==> src/rtl/binary_erosion_if.sv <==
// Pixel stream bundle for binary_erosion: input pixels in, eroded pixels and status out.
interface binary_erosion_if #(
  parameter int DATA_WIDTH = 8
);
  logic [DATA_WIDTH-1:0] pixel_in;
  logic                  pixel_in_valid;
  logic [DATA_WIDTH-1:0] pixel_out;
  logic                  pixel_out_valid;
  logic                  frame_done;
  logic                  frame_overrun;

  modport master (
    output pixel_in, pixel_in_valid,
    input  pixel_out, pixel_out_valid, frame_done, frame_overrun
  );

  modport slave (
    input  pixel_in, pixel_in_valid,
    output pixel_out, pixel_out_valid, frame_done, frame_overrun
  );
endinterface

==> src/rtl/binary_erosion.sv <==
// Streaming 3x3 binary erosion with end-of-frame flush; output 3 cycles after each trigger.
// Define BINARY_EROSION_CROSS_EN for a plus-shaped kernel instead of the full square.
module binary_erosion #(
  parameter int DATA_WIDTH = 8,
  parameter int IMG_WIDTH  = 10,
  parameter int IMG_HEIGHT = 4
) (
  input  logic              clk,
  input  logic              rst_n,
  binary_erosion_if.slave   bus
);
  localparam int W    = IMG_WIDTH;
  localparam int H    = IMG_HEIGHT;
  localparam int XW   = $clog2(W);
  localparam int YW   = $clog2(H);
  localparam int FW   = $clog2(W + 1);
  localparam int TAPS = 2 * W + 3;

  typedef enum logic [1:0] {IDLE, RUN, FLUSH} state_t;

  state_t              state_q, state_d;
  logic [XW-1:0]       x_q, x_d;
  logic [YW-1:0]       y_q, y_d;
  logic [FW-1:0]       flush_cnt_q, flush_cnt_d;
  logic [TAPS-1:0]     taps_q, taps_d;
  logic                s1_valid_q, s1_valid_d;
  logic [XW-1:0]       cx_q, cx_d;
  logic [YW-1:0]       cy_q, cy_d;
  logic                s2_valid_q, s2_valid_d;
  logic                s2_bit_q, s2_bit_d;
  logic                s2_last_q, s2_last_d;
  logic [DATA_WIDTH-1:0] pixel_out_q, pixel_out_d;
  logic                out_valid_q, out_valid_d;
  logic                done_q, done_d;
  logic                overrun_q, overrun_d;

  logic shift;
  logic new_bit;
  logic trigger;
  logic win_ok;
  logic interior;

  always_comb begin
    state_d     = state_q;
    x_d         = x_q;
    y_d         = y_q;
    flush_cnt_d = flush_cnt_q;
    taps_d      = taps_q;
    overrun_d   = overrun_q;
    shift       = 1'b0;
    new_bit     = 1'b0;
    trigger     = 1'b0;

    case (state_q)
      IDLE, RUN: begin
        if (bus.pixel_in_valid) begin
          shift   = 1'b1;
          new_bit = |bus.pixel_in;
          trigger = (y_q >= YW'(2)) || ((y_q == YW'(1)) && (x_q != '0));
          state_d = RUN;
          if (x_q == XW'(W - 1)) begin
            x_d = '0;
            if (y_q == YW'(H - 1)) begin
              y_d     = '0;
              state_d = FLUSH;
            end else begin
              y_d = y_q + YW'(1);
            end
          end else begin
            x_d = x_q + XW'(1);
          end
        end
      end
      FLUSH: begin
        shift   = 1'b1;
        trigger = 1'b1;
        if (bus.pixel_in_valid) overrun_d = 1'b1;
        if (flush_cnt_q == FW'(W)) begin
          flush_cnt_d = '0;
          state_d     = IDLE;
        end else begin
          flush_cnt_d = flush_cnt_q + FW'(1);
        end
      end
      default: state_d = IDLE;
    endcase

    // taps_q[0] is the newest bit; the window rows sit W apart, center at W+1.
    if (shift) taps_d = {taps_q[TAPS-2:0], new_bit};
    s1_valid_d = trigger;

`ifdef BINARY_EROSION_CROSS_EN
    win_ok = taps_q[1] & taps_q[W] & taps_q[W+1] & taps_q[W+2] & taps_q[2*W+1];
`else
    win_ok = (&taps_q[2:0]) & (&taps_q[W+2:W]) & (&taps_q[2*W+2:2*W]);
`endif
    interior = (cx_q != '0) && (cx_q != XW'(W - 1)) &&
               (cy_q != '0) && (cy_q != YW'(H - 1));

    cx_d       = cx_q;
    cy_d       = cy_q;
    s2_valid_d = s1_valid_q;
    s2_bit_d   = s2_bit_q;
    s2_last_d  = s2_last_q;
    if (s1_valid_q) begin
      s2_bit_d  = interior && win_ok;
      s2_last_d = (cx_q == XW'(W - 1)) && (cy_q == YW'(H - 1));
      if (cx_q == XW'(W - 1)) begin
        cx_d = '0;
        cy_d = (cy_q == YW'(H - 1)) ? '0 : cy_q + YW'(1);
      end else begin
        cx_d = cx_q + XW'(1);
      end
    end

    out_valid_d = s2_valid_q;
    done_d      = s2_valid_q && s2_last_q;
    pixel_out_d = pixel_out_q;
    if (s2_valid_q) pixel_out_d = {DATA_WIDTH{s2_bit_q}};
  end

  always_ff @(posedge clk or negedge rst_n) begin
    if (!rst_n) begin
      state_q     <= IDLE;
      x_q         <= '0;
      y_q         <= '0;
      flush_cnt_q <= '0;
      taps_q      <= '0;
      s1_valid_q  <= 1'b0;
      cx_q        <= '0;
      cy_q        <= '0;
      s2_valid_q  <= 1'b0;
      s2_bit_q    <= 1'b0;
      s2_last_q   <= 1'b0;
      pixel_out_q <= '0;
      out_valid_q <= 1'b0;
      done_q      <= 1'b0;
      overrun_q   <= 1'b0;
    end else begin
      state_q     <= state_d;
      x_q         <= x_d;
      y_q         <= y_d;
      flush_cnt_q <= flush_cnt_d;
      taps_q      <= taps_d;
      s1_valid_q  <= s1_valid_d;
      cx_q        <= cx_d;
      cy_q        <= cy_d;
      s2_valid_q  <= s2_valid_d;
      s2_bit_q    <= s2_bit_d;
      s2_last_q   <= s2_last_d;
      pixel_out_q <= pixel_out_d;
      out_valid_q <= out_valid_d;
      done_q      <= done_d;
      overrun_q   <= overrun_d;
    end
  end

  assign bus.pixel_out       = pixel_out_q;
  assign bus.pixel_out_valid = out_valid_q;
  assign bus.frame_done      = done_q;
  assign bus.frame_overrun   = overrun_q;
endmodule

==> src/flat_wrapper.sv <==
// flat-port wrapper written by rule: the top's interface ports become plain ports
module binary_erosion_flat 
#(
  parameter int DATA_WIDTH = 8,
  parameter int IMG_WIDTH  = 10,
  parameter int IMG_HEIGHT = 4
)
  (clk, rst_n, bus_pixel_in, bus_pixel_in_valid, bus_pixel_out, bus_pixel_out_valid, bus_frame_done, bus_frame_overrun);
  binary_erosion_if #(.DATA_WIDTH(DATA_WIDTH)) bus_i ();
  input  logic clk;
  input  logic rst_n;
  input wire logic [$bits(bus_i.pixel_in)-1:0] bus_pixel_in;
  input wire logic [$bits(bus_i.pixel_in_valid)-1:0] bus_pixel_in_valid;
  output wire logic [$bits(bus_i.pixel_out)-1:0] bus_pixel_out;
  output wire logic [$bits(bus_i.pixel_out_valid)-1:0] bus_pixel_out_valid;
  output wire logic [$bits(bus_i.frame_done)-1:0] bus_frame_done;
  output wire logic [$bits(bus_i.frame_overrun)-1:0] bus_frame_overrun;
  assign bus_i.pixel_in = bus_pixel_in;
  assign bus_i.pixel_in_valid = bus_pixel_in_valid;
  assign bus_pixel_out = bus_i.pixel_out;
  assign bus_pixel_out_valid = bus_i.pixel_out_valid;
  assign bus_frame_done = bus_i.frame_done;
  assign bus_frame_overrun = bus_i.frame_overrun;
  binary_erosion #(.DATA_WIDTH(DATA_WIDTH), .IMG_WIDTH(IMG_WIDTH), .IMG_HEIGHT(IMG_HEIGHT)) u_core (.clk(clk), .rst_n(rst_n), .bus(bus_i));
endmodule
==> config.mk <==
export PLATFORM = sky130hd
export DESIGN_NAME = binary_erosion_flat
export DESIGN_NICKNAME = d
export VERILOG_FILES = /design/src/rtl/binary_erosion_if.sv /design/src/rtl/binary_erosion.sv /design/src/flat_wrapper.sv
export SDC_FILE = /design/constraint.sdc
export NUM_CORES = 1
export LEC_CHECK = 0
export BUFFER_PORTS_ARGS = -buffer_cell sky130_fd_sc_hd__buf_2
export CAP_MARGIN = 20
export CORE_MARGIN = 8
export CORE_UTILIZATION = 60
export CTS_BUF_LIST = sky130_fd_sc_hd__clkbuf_8
export DETAILED_ROUTE_END_ITERATION = 16
export PLACE_DENSITY = 0.78
export RECOVER_POWER = 25
export SLEW_MARGIN = 40
export SYNTH_ARGS = -nofsm -noshare
export SYNTH_HDL_FRONTEND = slang
export SYNTH_SLANG_ARGS = --single-unit
==> constraint.sdc <==
create_clock -name clk -period 1.5 [get_ports clk]
set_input_delay 0.3 -clock clk [delete_from_list [all_inputs] [get_ports clk]]
set_output_delay 0.3 -clock clk [all_outputs]
set_load 0.02 [all_outputs]
# Word level (Yosys, flattened, before mapping)
# Index checks and enable logic that the tools add are counted.
# Widths: inputs -> output; s select.
# op_classes
n_addsub	5
magnitude_cmp	1
eq_ne	12
muxes	16
bitwise	2
n_reduce_logical	22
# op_table
operator	count
$add 4x1->4 const B	3
$eq 4x4->1 const B	3
$mux 2	6
$mux 4	3
$reduce_and 3->1	4
$reduce_and 2->1	4
$reduce_bool 4->1	2
$reduce_or 8->1	1
$logic_and 1x1->1	7
$eq 2x2->1 const B	3
$add 2x1->2 const B	2
$eq 2x1->1 const B	2
$mux 1	4
$ne 2x2->1 const B	2
$ne 4x4->1 const B	1
$pmux 1 s2	2
$pmux 2 s2	1
$and 1x1->1	2
$ge 2x2->1 const B	1
$logic_not 2->1	1
$ne 2x1->1 const B	1
$reduce_bool 2->1	1
$reduce_or 2->1	1
$logic_or 1x1->1	1
# totals
register_bits	49
elab_cells	73

# Longest topological paths before layout
# Gate-level depths: netlist (run 1).
# logic_depth
ltp_word	5
ltp_mapped	5
depth_no_buf	5

# Least setup slack after synthesis (run 1)
# No wires, ideal clock.
# synth_timing
kind	reg-to-reg
from	register u_core.x_q[0]
to	register u_core.s1_valid_q
setup_time_ns	0.127
arrival_time_ns	1.201
path_slack_ns	0.173
stages_incl_launch_ff	4
path_buffers	0
cell_sequence	dfrtp_1 > or4_1 > a211oi_1 > o21ai_1
# synth_via
elab_chain_len	5
# synth_rtl
item	line_no	source
start: declaration	binary_erosion.sv:22	logic [XW-1:0] x_q, x_d;
start signal: assignment	binary_erosion.sv:125	x_q <= '0;
start signal: assignment	binary_erosion.sv:141	x_q <= x_d;
$reduce_bool 4->1	binary_erosion.sv:59	trigger = (y_q >= YW'(2)) || ((y_q == YW'(1)) && (x_q != '0));
$logic_and 1x1->1	binary_erosion.sv:59	
$logic_or 1x1->1	binary_erosion.sv:59	
$mux 1	binary_erosion.sv:56	if (bus.pixel_in_valid) begin
$pmux 1 s2	binary_erosion.sv:54	case (state_q)
net u_core.s1_valid_d	binary_erosion.sv:26	logic s1_valid_q, s1_valid_d;
end signal: assignment	binary_erosion.sv:145	s1_valid_q <= s1_valid_d;
end: declaration	binary_erosion.sv:26	
# The timed path passes the listed nets, and every way through them passes these cells.
# A chain may end at the register's enable or synchronous reset.

# Final worst setup path (run 1)
# Ends and elaborated chain as after synthesis.

==> flow_summary.ini, run 1 <==
[run_status]
status = completed

[min_path]
min_path_type = in -> reg
hold_depth = 2
hp-start = bus_pixel_in_valid
hold_end = u_core.bus.frame_overrun

[cells_and_area]
multiInputGateArea_um2 = 828.3
ff_latch_area_mm2 = 0.001226
syn_to_final_growth_pct = 11.38
n_antenna_cell = 0
drive_gt1_share_pct = 32.99
final_nets = 210
n_fill_cell = 241

[global_route]
grt_max_degree = 50
first_global_vias = 1348
antenna_found_initial = 0
grtUsageTotal_pct = 12.34
grt_overflow = 0
grt_pass1_wl_um = 5961

[floorplan]
io_pins = 22
die_w_um = 75.93
start_util_pct = 63.57
die_area_mm2 = 0.005765
die-height_um = 75.93
core_area_mm2 = 0.003390
num_rows = 21

[power]
p_leak_uw = 0.001081
clockPowerShare_pct = 21.7
comb_power_share_pct = 24.1
internal_power_uw = 2847
switching_share_pct = 30.25
power_frac_seq_pct = 54.3
powerDensity_mw_per_mm2 = 1701
p_sw_uw = 1235
irDropWorstVdd_mv = 1.015

[timing]
min_period_ps = 1400
setup_tns_ps = 0
skew_ps = 9.838
finalMaxSlewViolations = 0
rsz0062_at_grt = no
period_share_pct = 93.37
fin_ws_ps = 99.51
hold_viol_final = 0
tightest_slew_ps = 633.9
maxSlewHeadroom_pct = 57.74
setup_viol = 0
max_freq_mhz = 714.0

[synthesis]
synthArstFlopShare_pct = 100.0
netlist.area_leader.share_pct = 56.91
synth_cell_types = 36
ys.flop_type = dfrtp_1
synth_enable_flop_cells = 0
syn_inst = 171
yosys_register_bits = 49
yosys_warnings = 0
synthesis.area_mm2 = 0.002155
ys_top_cells_by_area = dfrtp_1, mux2_2, ha_1, buf_4, o21ai_0
ys_seq_area_share_pct = 56.91
synth_top_cell_by_area = dfrtp_1
synth_nets = 187
avgSynthCellArea_um2 = 12.60

[worst_setup_path]
required_ps = 1690
rr_startpoint = u_core.x_q[0]
cp.arrival_ps = 1590
crit_fanout = 5
reg2reg_to = u_core.s1_valid_q
start_kind = flop
r2r_setup_slack_ps = 100
critPathCaptureType = flop
crit_type = reg -> reg
r2r_cells = 3
slowest_stage = or4_1
path_cells = or4_1 -> a211oi_2 -> o21ai_1
cp_slowest_stage_delay_ps = 560

[route]
drtPass1Iterations = 4
drtAntennaViolNets = 0
via_count = 1321
avgViaCountPerCell = 5.504
post-route-drc-count = 0
post_drt_wl_per_cell_um = 14.24
drtIter0Drc = 126
routed_wl_um = 3417

[cts]
clock_path_buffers = 2
clk_latency_ps = 300
cts_setup_buffers = 0
cts_root_buffer = clkbuf_8
cts_tree = built
cts_buffers = 5
htreeDepth = 2
path_clk_slew_ps = 80
clock_sinks = 49

[place]
hpwl_um = 2545
pre_cts_slack_ps = 103.4
place.port_buffers = 21
gp_congestion = 0.7549

[flow_run]
cap_viol_max_count = 0
final cells by class:
type	count	share of cell area (%)
multi-input cells	105	34.52
flip-flops and latches	49	51.10
inverters	7	1.095
well taps	46	2.398
repair buffers	26	6.569
clock inverters	2	1.460
clock buffers	5	2.868
sequential cells by signal, indices dropped and copies added (netlist names):
register	count
u_core.s2_last_q	1
u_core.x_q	4
u_core.bus.frame_done	1
u_core.s2_bit_q	1
u_core.bus.frame_overrun	1
u_core.s1_valid_q	1
u_core.flush_cnt_q	4
u_core.state_q	2
u_core.bus.pixel_out	1
u_core.cx_q	4
u_core.y_q	2
u_core.out_valid_d	1
u_core.bus.pixel_out_valid	1
u_core.taps_q	23
u_core.cy_q	2
metal layers:
layer	share of wire, %	GRT usage (%)	vias up	routed length [um]
li1	-	-	637	-
met1	44	14.47	640	1500
met2	48	19.11	33	1634
met3	5.9	4.481	11	200
met4	2.4	6.863	0	81
met5	0	0	-	0
stage by stage:
stage | hold WS, ps | power [uW] | util, % | area, um^2 | cells
4_1_cts | 288.1 | 4104 | 71.02 | 2407 | 240
3_3_place_gp | 300.3 | 3085 | 67.66 | 2293 | 232
5_1_grt | 301.9 | 4345 | 70.80 | 2400 | 240
6_report | 299.6 | 4081 | 70.80 | 2400 | 240
2_1_floorplan | 4.409 | 2885 | - | 2155 | 171
3_5_place_dp | 299.9 | 3218 | 67.66 | 2293 | 232
layout by cell type, fill, tap and decap left out, types with 6 or more instances in the layout:
cell	count
buf_2	21
dfrtp_1	49
inv_1	7
mux2_2	26
nand2_1	8
nor2_1	6
nor2b_1	6
o21ai_0	9
power groups by stage:
stage,logic [uW],clock network [uW],registers [uW]
after floorplan,764,0,2120
after global placement,907,0,2180
after detailed placement,986,0,2230
after CTS,992,903,2210
after global routing,1100,959,2290
final,982,885,2210
worst max-delay path, delay by kind of cell (launching register included):
| kind | cells | cell delay (ps) |
|---|---|---|
| compound gates | 2 | 300 |
| flops | 1 | 430 |
| simple gates | 1 | 560 |
synthesized netlist by cell type (all sizes together) (2+ instances only):
cell    instances
a22o            3
nand3b          2
nor2b           6
nand4b          2
nor2            6
nand2           9
nand2b          5
buf             9
nand3           5
ha              5
inv             7
mux2           26
dfrtp          49
a31o            2
nand4           2
o21ai          10
nor4            2
a21o            3
xnor2           5
logic make-up (layout without fill, tap and decap cells):
kind of cell / Yosys count / after routing / share of synthesized area [%]
buf+inv: 17 / 40 / 4.878
fa+ha+maj: 5 / 5 / 2.904
mux: 27 / 27 / 14.05
xor+xnor: 6 / 6 / 2.439
simple gates: 44 / 44 / 11.67
flops: 49 / 49 / 56.91
compound gates: 23 / 23 / 7.143
worst max path at each step:
| stage | from | end | slack, ps | cells after the start |
|---|---|---|---|---|
| 5_1_grt | u_core.x_q[1] | u_core.s1_valid_q | 20 | 3 |
| 4_1_cts | u_core.x_q[0] | u_core.s1_valid_q | 90 | 3 |
| 3_5_place_dp | u_core.x_q[0] | u_core.s1_valid_q | 100 | 3 |
| 2_1_floorplan | u_core.x_q[0] | u_core.s1_valid_q | 170 | 3 |
| 3_3_place_gp | u_core.x_q[0] | u_core.s1_valid_q | 140 | 3 |
| 6_report | u_core.x_q[0] | u_core.s1_valid_q | 100 | 3 |
repair_timing:
action / in CTS / in global routing
hold endpoints to repair: 49 / 0
resized for setup: 0 / 1
hold buffers: 1 / 0
endpoints found under the setup margin: 0 / 1
(Power assumes the default switching activity.)
==> run 2: changes to the inputs <==
--- a/config.mk
+++ b/config.mk
@@ -7,10 +7,12 @@
 export LEC_CHECK = 0
 export BUFFER_PORTS_ARGS = -buffer_cell sky130_fd_sc_hd__buf_2
 export CAP_MARGIN = 20
+export CORE_ASPECT_RATIO = 1.2
 export CORE_MARGIN = 8
 export CORE_UTILIZATION = 60
 export CTS_BUF_LIST = sky130_fd_sc_hd__clkbuf_8
 export DETAILED_ROUTE_END_ITERATION = 16
+export GPL_TIMING_DRIVEN = 0
 export PLACE_DENSITY = 0.78
 export RECOVER_POWER = 25
 export SLEW_MARGIN = 40
==> run 2 against run 1 <==
Net effect:
- sequential power hardly changed
- critical endpoint is now u_core.s2_bit_q
- non-clock buffer count up 6
- clock skew decreased by 5.6 ps
- final cell count is the same
- register-to-register slack hardly changed
- critical path depth grew 1
- worst setup slack better by 3.1 ps
- die area grew 0.14%
- largest cell class unchanged
- first-iteration DRC count down 66%
==> flow_summary.ini, run 2 (synthesis gave the netlist of run 1 again) <==
[run_status]
status = completed

[route]
post-route-drc-count = 0
avgViaCountPerCell = 5.592
drtIter0Drc = 43
routed_wl_um = 3408
drtAntennaViolNets = 0
via_count = 1342
drtPass1Iterations = 4
post_drt_wl_per_cell_um = 14.20

[timing]
maxSlewHeadroom_pct = 23.66
period_share_pct = 93.16
min_period_ps = 1397
finalMaxSlewViolations = 0
tightest_slew_ps = 1145
skew_ps = 4.273
hold_viol_final = 0
setup_viol = 0
rsz0062_at_grt = no
max_freq_mhz = 715.6
setup_tns_ps = 0

[worst_setup_path]
r2r_cells = 4
start_kind = flop
slowest_stage = dfrtp_1
rr_startpoint = u_core.cy_q[0]
cp_slowest_stage_delay_ps = 410
crit_family = compound AO/OA/AOI/OAI gates
crit_fanout = 4
critPathCaptureType = flop
crit_type = reg -> reg
path_cells = ha_1 -> nand4b_1 -> a2111oi_0 -> a21o_1
reg2reg_to = u_core.s2_bit_q
cp.arrival_ps = 1630
crit_buf_inv = 0
required_ps = 1740
r2r_setup_slack_ps = 100

[power]
p_leak_uw = 0.001106
powerDensity_mw_per_mm2 = 1618
finalPower_uw = 3899
irDropWorstVdd_mv = 0.7632

[global_route]
grt_max_degree = 50
grt_pass1_wl_um = 6147
grtUsageTotal_pct = 13.28
first_global_vias = 1444
grt_overflow = 0
antenna_found_initial = 0

[place]
hpwl_um = 2560
dpl.cell_count = 231
gp_congestion = 0.7049
placed_area_mm2 = 0.002311
place.port_buffers = 21

[cts]
path_clk_slew_ps = 80
cts_root_buffer = clkbuf_8
htreeDepth = 2
clock_sinks = 49
clk_latency_ps = 290
cts_tree = built
cts_buffers = 5
clock_path_buffers = 2

[cells_and_area]
final_common_cell = dfrtp_1
fin_area_mm2 = 0.002410
layout_common_cells = dfrtp_1, mux2_2, buf_2, o21ai_0
largest_reg_flops = 23
multiInputGateArea_um2 = 833.3
n_antenna_cell = 0
n_fill_cell = 265
drive_gt1_share_pct = 35.32
final_nets = 216
utilization_pct = 68.01
top_register = u_core.taps_q
final_cells = 240
ff_latch_area_mm2 = 0.001227
syn_to_final_growth_pct = 11.85

[floorplan]
die_area_mm2 = 0.005773
die-height_um = 81.65
io_pins = 22
core_area_mm2 = 0.003543
num_rows = 24
die_w_um = 70.71
start_util_pct = 60.81

[flow_run]
cap_viol_max_count = 0

[min_path]
min_path_type = in -> async
-- run 2: worst max path at each step --
stage	start	endpoint	slack (ps)	depth (start not counted)
final	u_core.cy_q[0]	u_core.s2_bit_q	100	4
after global routing	u_core.x_q[1]	u_core.s1_valid_q	20	3
after CTS	u_core.x_q[0]	u_core.s1_valid_q	10	3
after detailed placement	u_core.x_q[0]	u_core.s1_valid_q	30	3
after global placement	u_core.x_q[0]	u_core.s1_valid_q	50	3
after floorplan	u_core.x_q[0]	u_core.s1_valid_q	170	3
-- run 2: area by class of cell --
class	count	share of cell area, %
Inverter	7	1.090
Tap cell	39	2.025
Buffer	10	3.271
Timing Repair Buffer	22	4.673
Clock inverter	3	0.5711
Clock buffer	5	2.856
Sequential cell	49	50.93
Multi-Input combinational cell	105	34.58
-- run 2: timing repair --
action | 4_1_cts | 5_1_grt
buffers inserted | 0 | 1
setup endpoints to repair | 0 | 5
hold buffers | 0 | 0
gates resized for setup | 0 | 3
-- run 2: report_power, final --
group          switching (uW)  leakage [uW]  internal, uW  total, uW
sequential                400      0.000571          1800       2190
clock                     393     0.0000491           316        709
combinational             413      0.000486           582        995
total                    1210       0.00111          2690       3900
-- run 2: worst register-to-register path: cells and delay by family, from the launching register on --
family / cells / cell delay, ps
compound gates: 2 / 530
flops: 1 / 410
fa+ha+maj: 1 / 240
simple gates: 1 / 170
-- run 2: through the flow --
| stage | hold WS, ps | worst slack [ps] |
|---|---|---|
| floorplan | 4.409 | 172.7 |
| global placement | 384.4 | 45.90 |
| detailed placement | 348.9 | 27.75 |
| CTS | 21.30 | 13.93 |
| global route | 312.4 | 23.66 |
| finish | 221.2 | 102.6 |
-- run 2: metal layers --
layer  wire (um)  vias to the layer above  part of all wire [%]  GRT usage [%]
met5           0                        -                     0              0
met4          36                        0                   1.1          5.000
met3         183                        5                   5.4          4.884
met2        1778                       29                    52          24.33
met1        1410                      658                    41          13.66
li1            -                      650                     -              -
